`src/rtl/hazard_scoreboard_pkg.sv`:
```
// Shared types and helpers for the hazard scoreboard.
// Entry widths follow the default register count and back-end depth below;
// the scoreboard and its lookup sub-module both import this package.
package hazard_pkg;

    localparam int HZ_NREG  = 32;
    localparam int HZ_DEPTH = 4;
    localparam int HZ_RW    = $clog2(HZ_NREG);
    localparam int HZ_SW    = $clog2(HZ_DEPTH + 1);

    // Operand source code meaning "read the register file, no bypass"
    localparam logic [HZ_SW-1:0] FWD_RF = '0;

    // One in-flight register write: destination and the stage where the
    // result first becomes available on the bypass network
    typedef struct packed {
        logic              valid;
        logic [HZ_RW-1:0]  rd;
        logic [HZ_SW-1:0]  lat;
    } entry_t;

    // A latency of 0 behaves like 1, anything beyond the last stage is
    // treated as available at writeback
    function automatic logic [HZ_SW-1:0] clampLat(input logic [HZ_SW-1:0] lat);
        logic [HZ_SW-1:0] w_lat;
        if (lat == '0) begin
            w_lat = HZ_SW'(1);
        end else if (lat > HZ_SW'(HZ_DEPTH)) begin
            w_lat = HZ_SW'(HZ_DEPTH);
        end else begin
            w_lat = lat;
        end
        return w_lat;
    endfunction

endpackage

```
`src/rtl/hazard_scoreboard_if.sv`:
```
// Issue-side bundle between the ID stage and the hazard scoreboard.
// The ID stage is the master: it presents the instruction and reads back
// the stall/forward decision in the same cycle.
interface hazard_scoreboard_if #(
    parameter int CNTW = 32
);
    import hazard_pkg::*;

    logic                  issue_valid;
    logic                  use_rs1;
    logic                  use_rs2;
    logic [HZ_RW-1:0]      rs1;
    logic [HZ_RW-1:0]      rs2;
    logic                  rd_we;
    logic [HZ_RW-1:0]      rd;
    logic [HZ_SW-1:0]      rd_lat;
    logic                  flush;

    logic                  stall;
    logic [HZ_SW-1:0]      fwd_rs1;
    logic [HZ_SW-1:0]      fwd_rs2;
    logic                  issue_fire;
    logic                  busy;
    logic [CNTW-1:0]       stall_cnt;

    modport master (
        output issue_valid, use_rs1, use_rs2, rs1, rs2,
               rd_we, rd, rd_lat, flush,
        input  stall, fwd_rs1, fwd_rs2, issue_fire, busy, stall_cnt
    );

    modport slave (
        input  issue_valid, use_rs1, use_rs2, rs1, rs2,
               rd_we, rd, rd_lat, flush,
        output stall, fwd_rs1, fwd_rs2, issue_fire, busy, stall_cnt
    );

endinterface

```
`src/rtl/hazard_scoreboard_match.sv`:
```
// Per-operand producer lookup. Finds the youngest in-flight writer of the
// source register and decides between stalling, bypassing from that
// stage, or reading the register file.
module hazard_match
    import hazard_pkg::*;
#(
    parameter int DEPTH = HZ_DEPTH
) (
    input  entry_t [DEPTH:1]  i_ent,
    input  logic [HZ_RW-1:0]  i_rs,
    input  logic              i_use,
    output logic              o_hazard,
    output logic [HZ_SW-1:0]  o_fwd
);

    logic              w_found;
    logic [HZ_SW-1:0]  w_stage;
    logic [HZ_SW-1:0]  w_lat;

    // Scan oldest to youngest so the lowest matching stage overwrites older matches
    always_comb begin
        w_found = 1'b0;
        w_stage = FWD_RF;
        w_lat   = '0;
        for (int s = DEPTH; s >= 1; s--) begin
            if (i_ent[s].valid && (i_ent[s].rd == i_rs)) begin
                w_found = 1'b1;
                w_stage = HZ_SW'(s);
                w_lat   = i_ent[s].lat;
            end
        end
    end

    // Result not yet produced means stall; otherwise bypass from the matching stage
    always_comb begin
        o_hazard = 1'b0;
        o_fwd    = FWD_RF;
        if (i_use && (i_rs != '0) && w_found) begin
            if (w_stage < w_lat) begin
                o_hazard = 1'b1;
            end else begin
                o_fwd = w_stage;
            end
        end
    end

endmodule

```
`src/rtl/hazard_scoreboard.sv`:
```
// In-order hazard scoreboard for the ID/EX boundary. Keeps a shift pipeline
// of in-flight register writes (stage 1 = EX1 ... stage DEPTH = WB) and
// resolves each source operand to stall, bypass stage or register file.
// KILL must lie in 1..DEPTH-1; NREG/DEPTH must match the package widths.
module hazard_scoreboard
    import hazard_pkg::*;
#(
    parameter int NREG  = HZ_NREG,
    parameter int DEPTH = HZ_DEPTH,
    parameter int KILL  = 1,
    parameter int CNTW  = 32
) (
    input  logic                clk,
    input  logic                rst_n,
    hazard_scoreboard_if.slave  bus
);

    localparam int RW = $clog2(NREG);

    entry_t [DEPTH:1]  r_ent;
    entry_t [DEPTH:1]  w_entNext;
    entry_t            w_newEnt;
    logic [CNTW-1:0]   r_stallCnt;

    logic              w_haz1;
    logic              w_haz2;
    logic [HZ_SW-1:0]  w_fwd1;
    logic [HZ_SW-1:0]  w_fwd2;
    logic              w_stall;
    logic              w_fire;
    logic              w_busy;
    logic              w_tracked;

    hazard_match #(
        .DEPTH (DEPTH)
    ) u_matchRs1 (
        .i_ent    (r_ent),
        .i_rs     (bus.rs1),
        .i_use    (bus.use_rs1),
        .o_hazard (w_haz1),
        .o_fwd    (w_fwd1)
    );

    hazard_match #(
        .DEPTH (DEPTH)
    ) u_matchRs2 (
        .i_ent    (r_ent),
        .i_rs     (bus.rs2),
        .i_use    (bus.use_rs2),
        .o_hazard (w_haz2),
        .o_fwd    (w_fwd2)
    );

    // Stall holds ID; flush kills the issuing instruction even when it could go
    always_comb begin
        w_stall = bus.issue_valid && (w_haz1 || w_haz2);
        w_fire  = bus.issue_valid && !w_stall && !bus.flush;
    end

    // Only real writes to a non-zero register occupy a scoreboard slot
    always_comb begin
        w_tracked = w_fire && bus.rd_we && (bus.rd != RW'(0));
        w_newEnt  = '0;
        if (w_tracked) begin
            w_newEnt.valid = 1'b1;
            w_newEnt.rd    = bus.rd;
            w_newEnt.lat   = clampLat(bus.rd_lat);
        end
    end

    // Advance every entry one stage, insert the new instruction, then apply the kill window
    always_comb begin
        w_entNext    = '0;
        w_entNext[1] = w_newEnt;
        for (int s = 2; s <= DEPTH; s++) begin
            w_entNext[s] = r_ent[s-1];
        end
        if (bus.flush) begin
            for (int s = 1; s <= KILL; s++) begin
                w_entNext[s] = '0;
            end
        end
    end

    // Entry pipeline register; reset drops everything in flight
    always_ff @(posedge clk) begin
        if (!rst_n) begin
            r_ent <= '0;
        end else begin
            r_ent <= w_entNext;
        end
    end

    // Saturating count of cycles where a live, unflushed instruction was held
    always_ff @(posedge clk) begin
        if (!rst_n) begin
            r_stallCnt <= '0;
        end else if (bus.issue_valid && w_stall && !bus.flush && (r_stallCnt != '1)) begin
            r_stallCnt <= r_stallCnt + CNTW'(1);
        end
    end

    // Scoreboard is busy while any stage still carries a pending write
    always_comb begin
        w_busy = 1'b0;
        for (int s = 1; s <= DEPTH; s++) begin
            w_busy = w_busy | r_ent[s].valid;
        end
    end

    assign bus.stall      = w_stall;
    assign bus.fwd_rs1    = w_fwd1;
    assign bus.fwd_rs2    = w_fwd2;
    assign bus.issue_fire = w_fire;
    assign bus.busy       = w_busy;
    assign bus.stall_cnt  = r_stallCnt;

endmodule
```
`src/flat_wrapper.sv`:
```
// flat-port wrapper written by rule: the top's interface ports become plain ports
module hazard_scoreboard_flat import hazard_pkg::*;
#(
    parameter int NREG  = HZ_NREG,
    parameter int DEPTH = HZ_DEPTH,
    parameter int KILL  = 1,
    parameter int CNTW  = 32
)
  (clk, rst_n, bus_issue_valid, bus_use_rs1, bus_use_rs2, bus_rs1, bus_rs2, bus_rd_we, bus_rd, bus_rd_lat, bus_flush, bus_stall, bus_fwd_rs1, bus_fwd_rs2, bus_issue_fire, bus_busy, bus_stall_cnt);
  hazard_scoreboard_if #(.CNTW(CNTW)) bus_i ();
  input  logic clk;
  input  logic rst_n;
  input wire logic [$bits(bus_i.issue_valid)-1:0] bus_issue_valid;
  input wire logic [$bits(bus_i.use_rs1)-1:0] bus_use_rs1;
  input wire logic [$bits(bus_i.use_rs2)-1:0] bus_use_rs2;
  input wire logic [$bits(bus_i.rs1)-1:0] bus_rs1;
  input wire logic [$bits(bus_i.rs2)-1:0] bus_rs2;
  input wire logic [$bits(bus_i.rd_we)-1:0] bus_rd_we;
  input wire logic [$bits(bus_i.rd)-1:0] bus_rd;
  input wire logic [$bits(bus_i.rd_lat)-1:0] bus_rd_lat;
  input wire logic [$bits(bus_i.flush)-1:0] bus_flush;
  output wire logic [$bits(bus_i.stall)-1:0] bus_stall;
  output wire logic [$bits(bus_i.fwd_rs1)-1:0] bus_fwd_rs1;
  output wire logic [$bits(bus_i.fwd_rs2)-1:0] bus_fwd_rs2;
  output wire logic [$bits(bus_i.issue_fire)-1:0] bus_issue_fire;
  output wire logic [$bits(bus_i.busy)-1:0] bus_busy;
  output wire logic [$bits(bus_i.stall_cnt)-1:0] bus_stall_cnt;
  assign bus_i.issue_valid = bus_issue_valid;
  assign bus_i.use_rs1 = bus_use_rs1;
  assign bus_i.use_rs2 = bus_use_rs2;
  assign bus_i.rs1 = bus_rs1;
  assign bus_i.rs2 = bus_rs2;
  assign bus_i.rd_we = bus_rd_we;
  assign bus_i.rd = bus_rd;
  assign bus_i.rd_lat = bus_rd_lat;
  assign bus_i.flush = bus_flush;
  assign bus_stall = bus_i.stall;
  assign bus_fwd_rs1 = bus_i.fwd_rs1;
  assign bus_fwd_rs2 = bus_i.fwd_rs2;
  assign bus_issue_fire = bus_i.issue_fire;
  assign bus_busy = bus_i.busy;
  assign bus_stall_cnt = bus_i.stall_cnt;
  hazard_scoreboard #(.NREG(NREG), .DEPTH(DEPTH), .KILL(KILL), .CNTW(CNTW)) u_core (.clk(clk), .rst_n(rst_n), .bus(bus_i));
endmodule
```
`config.mk`:
```
export PLATFORM = sky130hd
export DESIGN_NAME = hazard_scoreboard_flat
export DESIGN_NICKNAME = d
export VERILOG_FILES = /design/src/rtl/hazard_scoreboard_pkg.sv /design/src/rtl/hazard_scoreboard_if.sv /design/src/rtl/hazard_scoreboard_match.sv /design/src/rtl/hazard_scoreboard.sv /design/src/flat_wrapper.sv
export SDC_FILE = /design/constraint.sdc
export NUM_CORES = 1
export LEC_CHECK = 0
export ABC_CLOCK_PERIOD_IN_PS = 3470
export CAP_MARGIN = 20
export CORE_MARGIN = 2
export CORE_UTILIZATION = 55
export DETAILED_ROUTE_END_ITERATION = 6
export DONT_BUFFER_PORTS = 1
export PLACE_DENSITY = 0.71
export SLEW_MARGIN = 15
export SYNTH_ARGS = -nofsm -noshare
export SYNTH_HDL_FRONTEND = slang
export SYNTH_SLANG_ARGS = --single-unit
```
`constraint.sdc`:
```
create_clock -name clk -period 3.47 [get_ports clk]
set_clock_uncertainty 0.2 [all_clocks]
set_input_delay 0.1735 -clock clk [delete_from_list [all_inputs] [get_ports clk]]
set_output_delay 0.1735 -clock clk [all_outputs]
set_load 0.005 [all_outputs]
```
# After elaboration in Yosys (flattened, before gate mapping)
# Cells that the tools add are included.
[word_totals]
reg_bits = 68
word_cells = 99
[op_classes]
n_addsub = 1
n_lt_le_gt_ge = 3
n_eq_ne = 9
mux = 35
bitwise = 5
n_reduce_logical = 31
[ops]
columns = ["op", "count"]
rows = [
  ["$mux 3", 22],
  ["$eq 5x5->1", 8],
  ["$add 32x1->32 const B", 1],
  ["$ne 32x32->1 const B", 1],
  ["$logic_and 1x1->1", 20],
  ["$reduce_bool 5->1", 3],
  ["$mux 1", 12],
  ["$mux 9", 1],
  ["$lt 3x3->1", 2],
  ["$reduce_or 5->1", 1],
  ["$reduce_or 4->1", 1],
  ["$gt 3x3->1 const B", 1],
  ["$logic_not 3->1", 1],
  ["$or 1x1->1", 3],
  ["$reduce_or 3->1", 1],
  ["$logic_not 1->1", 2],
  ["$not 1->1", 2],
  ["$reduce_or 2->1", 1],
  ["$logic_or 1x1->1", 1],
]

# Longest topological paths before layout
[depth]
ltp_word = 18
depth_mapped = 18
ltp_nobuf = 14

# Cells and area by module
# A second synthesis with hierarchy kept.
[hier_totals]
hier_cells = 418
area_unflattened_um2 = 3895.0
[modules_own_cells]
columns = ["mod", "instances", "cells_each", "area_each_um2", "seq_area_each_um2"]
rows = [
  ["hazard_scoreboard", 1, 288, 2701.3, 1361.3],
  ["hazard_match", 2, 65, 596.8, 0.0],
]

# Worst setup path before layout
# OpenSTA, ideal clock, no wires.
[synth_timing]
path_kind = "flip-flop to flip-flop"
startpoint = "register u_core.r_ent[5] (netlist bit)"
endpoint = "register u_core.r_stallCnt[21] (netlist: u_core.bus.stall_cnt[21])"
setup_ns = 0.070
arrival_time_ns = 2.901
t_required_ns = 3.200
path_slack_ns = 0.298
path_stages_with_launch = 14
n_path_buf = 2
synth_period_minus_slack_ns = 3.172
path_cell_list = "dfxtp_1 > xor2_1 > nor4_1 > and3_1 > buf_6 > nor4b_1 > a221oi_1 > ha_1 > a21oi_1 > o21ai_1 > o22a_1 > buf_6 > or4_1 > a21oi_1"
[synth_via]
elab_chain_cells = 11
[synth_lines]
columns = ["element", "line_no", "source"]
rows = [
  ["start, declared", "hazard_scoreboard.sv:20", "entry_t [DEPTH:1] r_ent;"],
  ["start signal, assigned", "hazard_scoreboard.sv:90", "r_ent <= w_entNext;"],
  ["$eq 5x5->1", "hazard_scoreboard_match.sv:26", "if (i_ent[s].valid && (i_ent[s].rd == i_rs)) begin"],
  ["$logic_and 1x1->1", "hazard_scoreboard_match.sv:26", ""],
  ["$mux 3", "hazard_scoreboard_match.sv:26", ""],
  ["$lt 3x3->1", "hazard_scoreboard_match.sv:39", "if (w_stage < w_lat) begin"],
  ["$mux 1", "hazard_scoreboard_match.sv:39", ""],
  ["$mux 1", "hazard_scoreboard_match.sv:38", "if (i_use && (i_rs != '0) && w_found) begin"],
  ["$logic_or 1x1->1 *", "hazard_scoreboard.sv:56", "w_stall = bus.issue_valid && (w_haz1 || w_haz2);"],
  ["$logic_and 1x1->1 *", "hazard_scoreboard.sv:56", ""],
  ["$logic_and 1x1->1 * (3 in a row)", "hazard_scoreboard.sv:98", "end else if (bus.issue_valid && w_stall && !bus.flush && (r_stallCnt != '1)) begin"],
  ["end signal, assigned", "hazard_scoreboard.sv:99", "r_stallCnt <= r_stallCnt + CNTW'(1);"],
  ["end, declared", "hazard_scoreboard.sv:23", "logic [CNTW-1:0] r_stallCnt;"],
]
# Every way passes the cells marked *; elsewhere a longest branch is shown, timed or not.
# A chain may end at the register's enable or synchronous reset.

# Worst setup path in the final report
[layout_timing]
startpoint = "register u_core.r_ent[24] (netlist bit)"
endpoint = "register u_core.r_stallCnt[25] (netlist: u_core.bus.stall_cnt[25])"
[layout_via]
elab_chain_cells = 13
[layout_lines]
columns = ["element", "line_no"]
rows = [
  ["$eq 5x5->1", "hazard_scoreboard_match.sv:26"],
  ["$logic_and 1x1->1", "hazard_scoreboard_match.sv:26"],
  ["$mux 3 (3 in a row)", "hazard_scoreboard_match.sv:26"],
  ["$lt 3x3->1", "hazard_scoreboard_match.sv:39"],
  ["$mux 1", "hazard_scoreboard_match.sv:39"],
  ["$mux 1", "hazard_scoreboard_match.sv:38"],
  ["$logic_or 1x1->1 *", "hazard_scoreboard.sv:56"],
  ["$logic_and 1x1->1 *", "hazard_scoreboard.sv:56"],
  ["$logic_and 1x1->1 * (3 in a row)", "hazard_scoreboard.sv:98"],
]
# Marks and branches as above.

==> out/qor.txt <==
Root Buffer = clkbuf_8
cell leakage power = 1.871 nW
# IOs = 66
WS Path Type = register to register
Die W = 86.34 um
CTS Buffer Depth = 2
Worst path most repeated cell = a21oi_2
Syn Area/Cell = 8.651 um^2
cells taking the most area after synthesis = dfxtp_1 37%, and2_1 5.9%, xnor2_1 4.9%
largest area contributor in the netlist = dfxtp_1
critical path arrival = 3.67 ns
overall global routing resource usage = 0.2767
Vias = 3594
top-area cell type share of the netlist area = 0.3651
ys async rst share = 0
post-DP HPWL = 6309 um
Initial Util = 0.5581
Net Sw Frac = 0.2221
Max Freq = 278.3 MHz
worst vdd ir = 0.2272 mV
number of synthesized register bits = 68
P&R area growth vs syn = 35.81%
Final setup viols = 22
hold path cells = 2
CTS tree = built
initial DRC count = 160
Max transition margin = 0.5008
register area share after synthesis = 0.3651
drt wl/cell = 18.21 um
min Tclk post-route = 3.593 ns
CP cell instances = buf_6 -> xor2_2 -> nor4_2 -> and3_4 -> nor2b_4 -> a22oi_2 -> nor2_1 -> a221oi_2 -> ha_1 -> a21oi_2 -> o21ai_1 -> o22a_2 -> buf_12 -> bufbuf_16 -> or3_4 -> a21oi_2
Mapped Cells = 431
Final Cycle Share = 1.036
dpl cell area = 3752 um^2
CTS Hold Buffers Added = 56
antenna violations before repair = 0
Num Clock Sinks = 68
layout cells sized above 1 = 0.2095
Die Area = 7454 um^2
CP Launch Type = register
Avg Vias per Cell = 6.133
global-route wire length before repair = 16260 um
count leader, synth = dfxtp_1
Die H = 86.34 um
max-cap violation count = 0
Hold Vio Cnt, Final = 2
Syn Nets = 461
Combinational Power Share = 0.049
Critical Path Sink Type = register
sequential cell area = 1370 um^2
P_int = 0.001233 W
Clk Latency, worst-skew pair = 0.35 ns
Pre-antenna DRT Iters = 5
max-slew violation count = 0
Layout Nets = 531
Switch Pwr = 0.0003518 W
CP max stage cell = ha_1
setup ws final = -0.1234 ns
core area = 6681 um^2
top_reg_cell synth = dfxtp_1
Synth cell types = 45
YS warnings = 0
WL final = 10670 um
Worst Path Required = 3.54 ns
Routed Antenna Nets = 0
outcome = finished with violations
Flop pwr share = 0.497
H-tree depth = 3
Critical Path Max Stage Delay = 0.35 ns
largest net degree at the start of global routing = 53
CTS Buf Count = 9
placer congestion estimate = 0.9257
r2r worst-path depth = 16
Util after Layout = 0.7579
failing checks = hold timing, setup timing
post-route cell area = 5064 um^2
post-route insts no fill = 586
Multi-input gate area = 2409 um^2
row count = 30
DRC viols = 0
filler instances = 450
Overflow after GRT = 0
crit-path max FO = 6
Slew @ Worst Pin = 0.7479 ns
Synth Cell Area = 3729 um^2
Power Density = 312.9 nW/um^2
ant diodes = 0
# port buffers = 0
Power Total = 0.001584 W
Post-synth EDFFs = 0
hold slack final = -0.2011 ns
number of global-route vias before repair = 3449
dpl cells = 494
worst min path class = input pin to register
top cells by count, synth = 68 x dfxtp_1, 35 x and2_1, 25 x nand2_1
RSZ-0062 raised after global routing = true
Clock transition at path regs = 0.08 ns
power share of the clock group = 0.454
-- flip-flops by register name (all words and copies together) (netlist names) --
signal,flops
u_core.bus.stall_cnt,32
u_core.r_ent,36
-- through the flow --
step	hold WS, ns	TNS [ns]	setup WS, ns
finish	-0.2011	-1.094	-0.1234
global route	-0.2013	-4.759	-0.2465
CTS	-0.2110	-0.07864	-0.02271
detailed placement	0.04543	-1.262	-0.08620
global placement	0.04548	-0.3944	-0.03788
floorplan	0.04301	0	0.2982
-- kinds of logic after synthesis --
group                    after synthesis  synth area share
AO/OA/AOI/OAI                         63            0.1040
flip-flops                            68            0.3651
XOR/XNOR                              40           0.09396
multiplexers                          11           0.02953
buffers and inverters                 36           0.06041
adder cells (fa/ha/maj)                5           0.01678
AND/OR/NAND/NOR                      208            0.3302
-- timing repair --
action | 4_1_cts | 5_1_grt
gates cloned | 3 | 0
pin swaps | 39 | 26
hold endpoints to repair | 46 | 2
buffers inserted | 13 | 4
endpoints found under the setup margin | 27 | 45
resized for setup | 18 | 54
-- final timing paths --
| kind | from | endpoint | slack (ns) |
|---|---|---|---|
| max | u_core.r_ent[24]$_SDFF_PN0_ | u_core.bus.stall_cnt[25]$_SDFFE_PN0P_ | -0.12 |
| min reg2reg | u_core.r_ent[19]$_SDFF_PN0_ | u_core.r_ent[28]$_SDFF_PN0_ | 0.33 |
| max reg2reg | u_core.r_ent[24]$_SDFF_PN0_ | u_core.bus.stall_cnt[25]$_SDFFE_PN0P_ | -0.12 |
| min | rst_n | u_core.bus.stall_cnt[9]$_SDFFE_PN0P_ | -0.20 |
-- final cells by class --
cell class | instances | share of cell area
sequential | 68 | 0.2706
clock buffer | 10 | 0.02520
inverter | 5 | 0.003706
multi-input combinational | 327 | 0.4757
tap | 80 | 0.01977
clock inverter | 6 | 0.01754
timing repair buffer | 90 | 0.1875
-- power groups by stage --
stage / clock network (W) / logic (W) / registers (W)
CTS: 0.000725 / 0.0000719 / 0.000787
global route: 0.000766 / 0.0000835 / 0.000788
global placement: 0 / 0.0000486 / 0.000805
finish: 0.000719 / 0.0000775 / 0.000787
floorplan: 0 / 0.0000619 / 0.000804
detailed placement: 0 / 0.0000498 / 0.000805
-- cells in the final DEF, fill, tap and decap left out, types with 3 or more instances in the layout --
| master | Yosys | routed |
|---|---|---|
| nand2_1 | 25 | 24 |
| nor2b_4 | 0 | 3 |
| ha_1 | 5 | 5 |
| nor3_1 | 12 | 6 |
| xor2_1 | 19 | 18 |
| or4_1 | 14 | 12 |
| a21oi_1 | 24 | 20 |
| buf_4 | 8 | 22 |
| o21ai_1 | 5 | 6 |
| dlygate4sd3_1 | 0 | 56 |
| and3_4 | 0 | 3 |
| and3_1 | 12 | 8 |
| xnor2_1 | 21 | 20 |
| nand3_1 | 17 | 17 |
| o31ai_2 | 0 | 4 |
| nor4_2 | 2 | 6 |
| mux2i_1 | 11 | 11 |
| dfxtp_2 | 0 | 7 |
| nor3_4 | 0 | 4 |
| or3_1 | 16 | 15 |
| a221oi_2 | 0 | 3 |
| nand4_1 | 16 | 16 |
| clkbuf_8 | 0 | 9 |
| nor3_2 | 2 | 4 |
| nor4_1 | 7 | 3 |
| nor2_1 | 20 | 18 |
| and4_1 | 4 | 4 |
| o21ai_0 | 10 | 9 |
| buf_12 | 0 | 4 |
| inv_1 | 5 | 5 |
| dfxtp_1 | 68 | 61 |
| and2_1 | 35 | 34 |
| nand2b_1 | 13 | 13 |
| buf_6 | 7 | 5 |
| o31ai_1 | 10 | 4 |
| a21oi_2 | 0 | 4 |
-- metal layers --
metal	part of all wire	vias up	GRT usage
met1	0.37	1723	0.3164
met3	0.065	34	0.05238
li1	-	1684	-
met2	0.53	153	0.4937
met5	0	-	0
met4	0.033	0	0.1321
-- worst max-delay path: cells and delay by family (launching register included) --
kind	cells	cell delay (ns)
AOI/OAI and AO/OA	6	0.83
xor gates and xnor gates	1	0.14
adders and majority gates	1	0.35
buffers and inverters	3	0.54
DFF	1	0.34
and+or+nand+nor	5	1.11
Note: power is estimated with default switching activity, not from simulation.
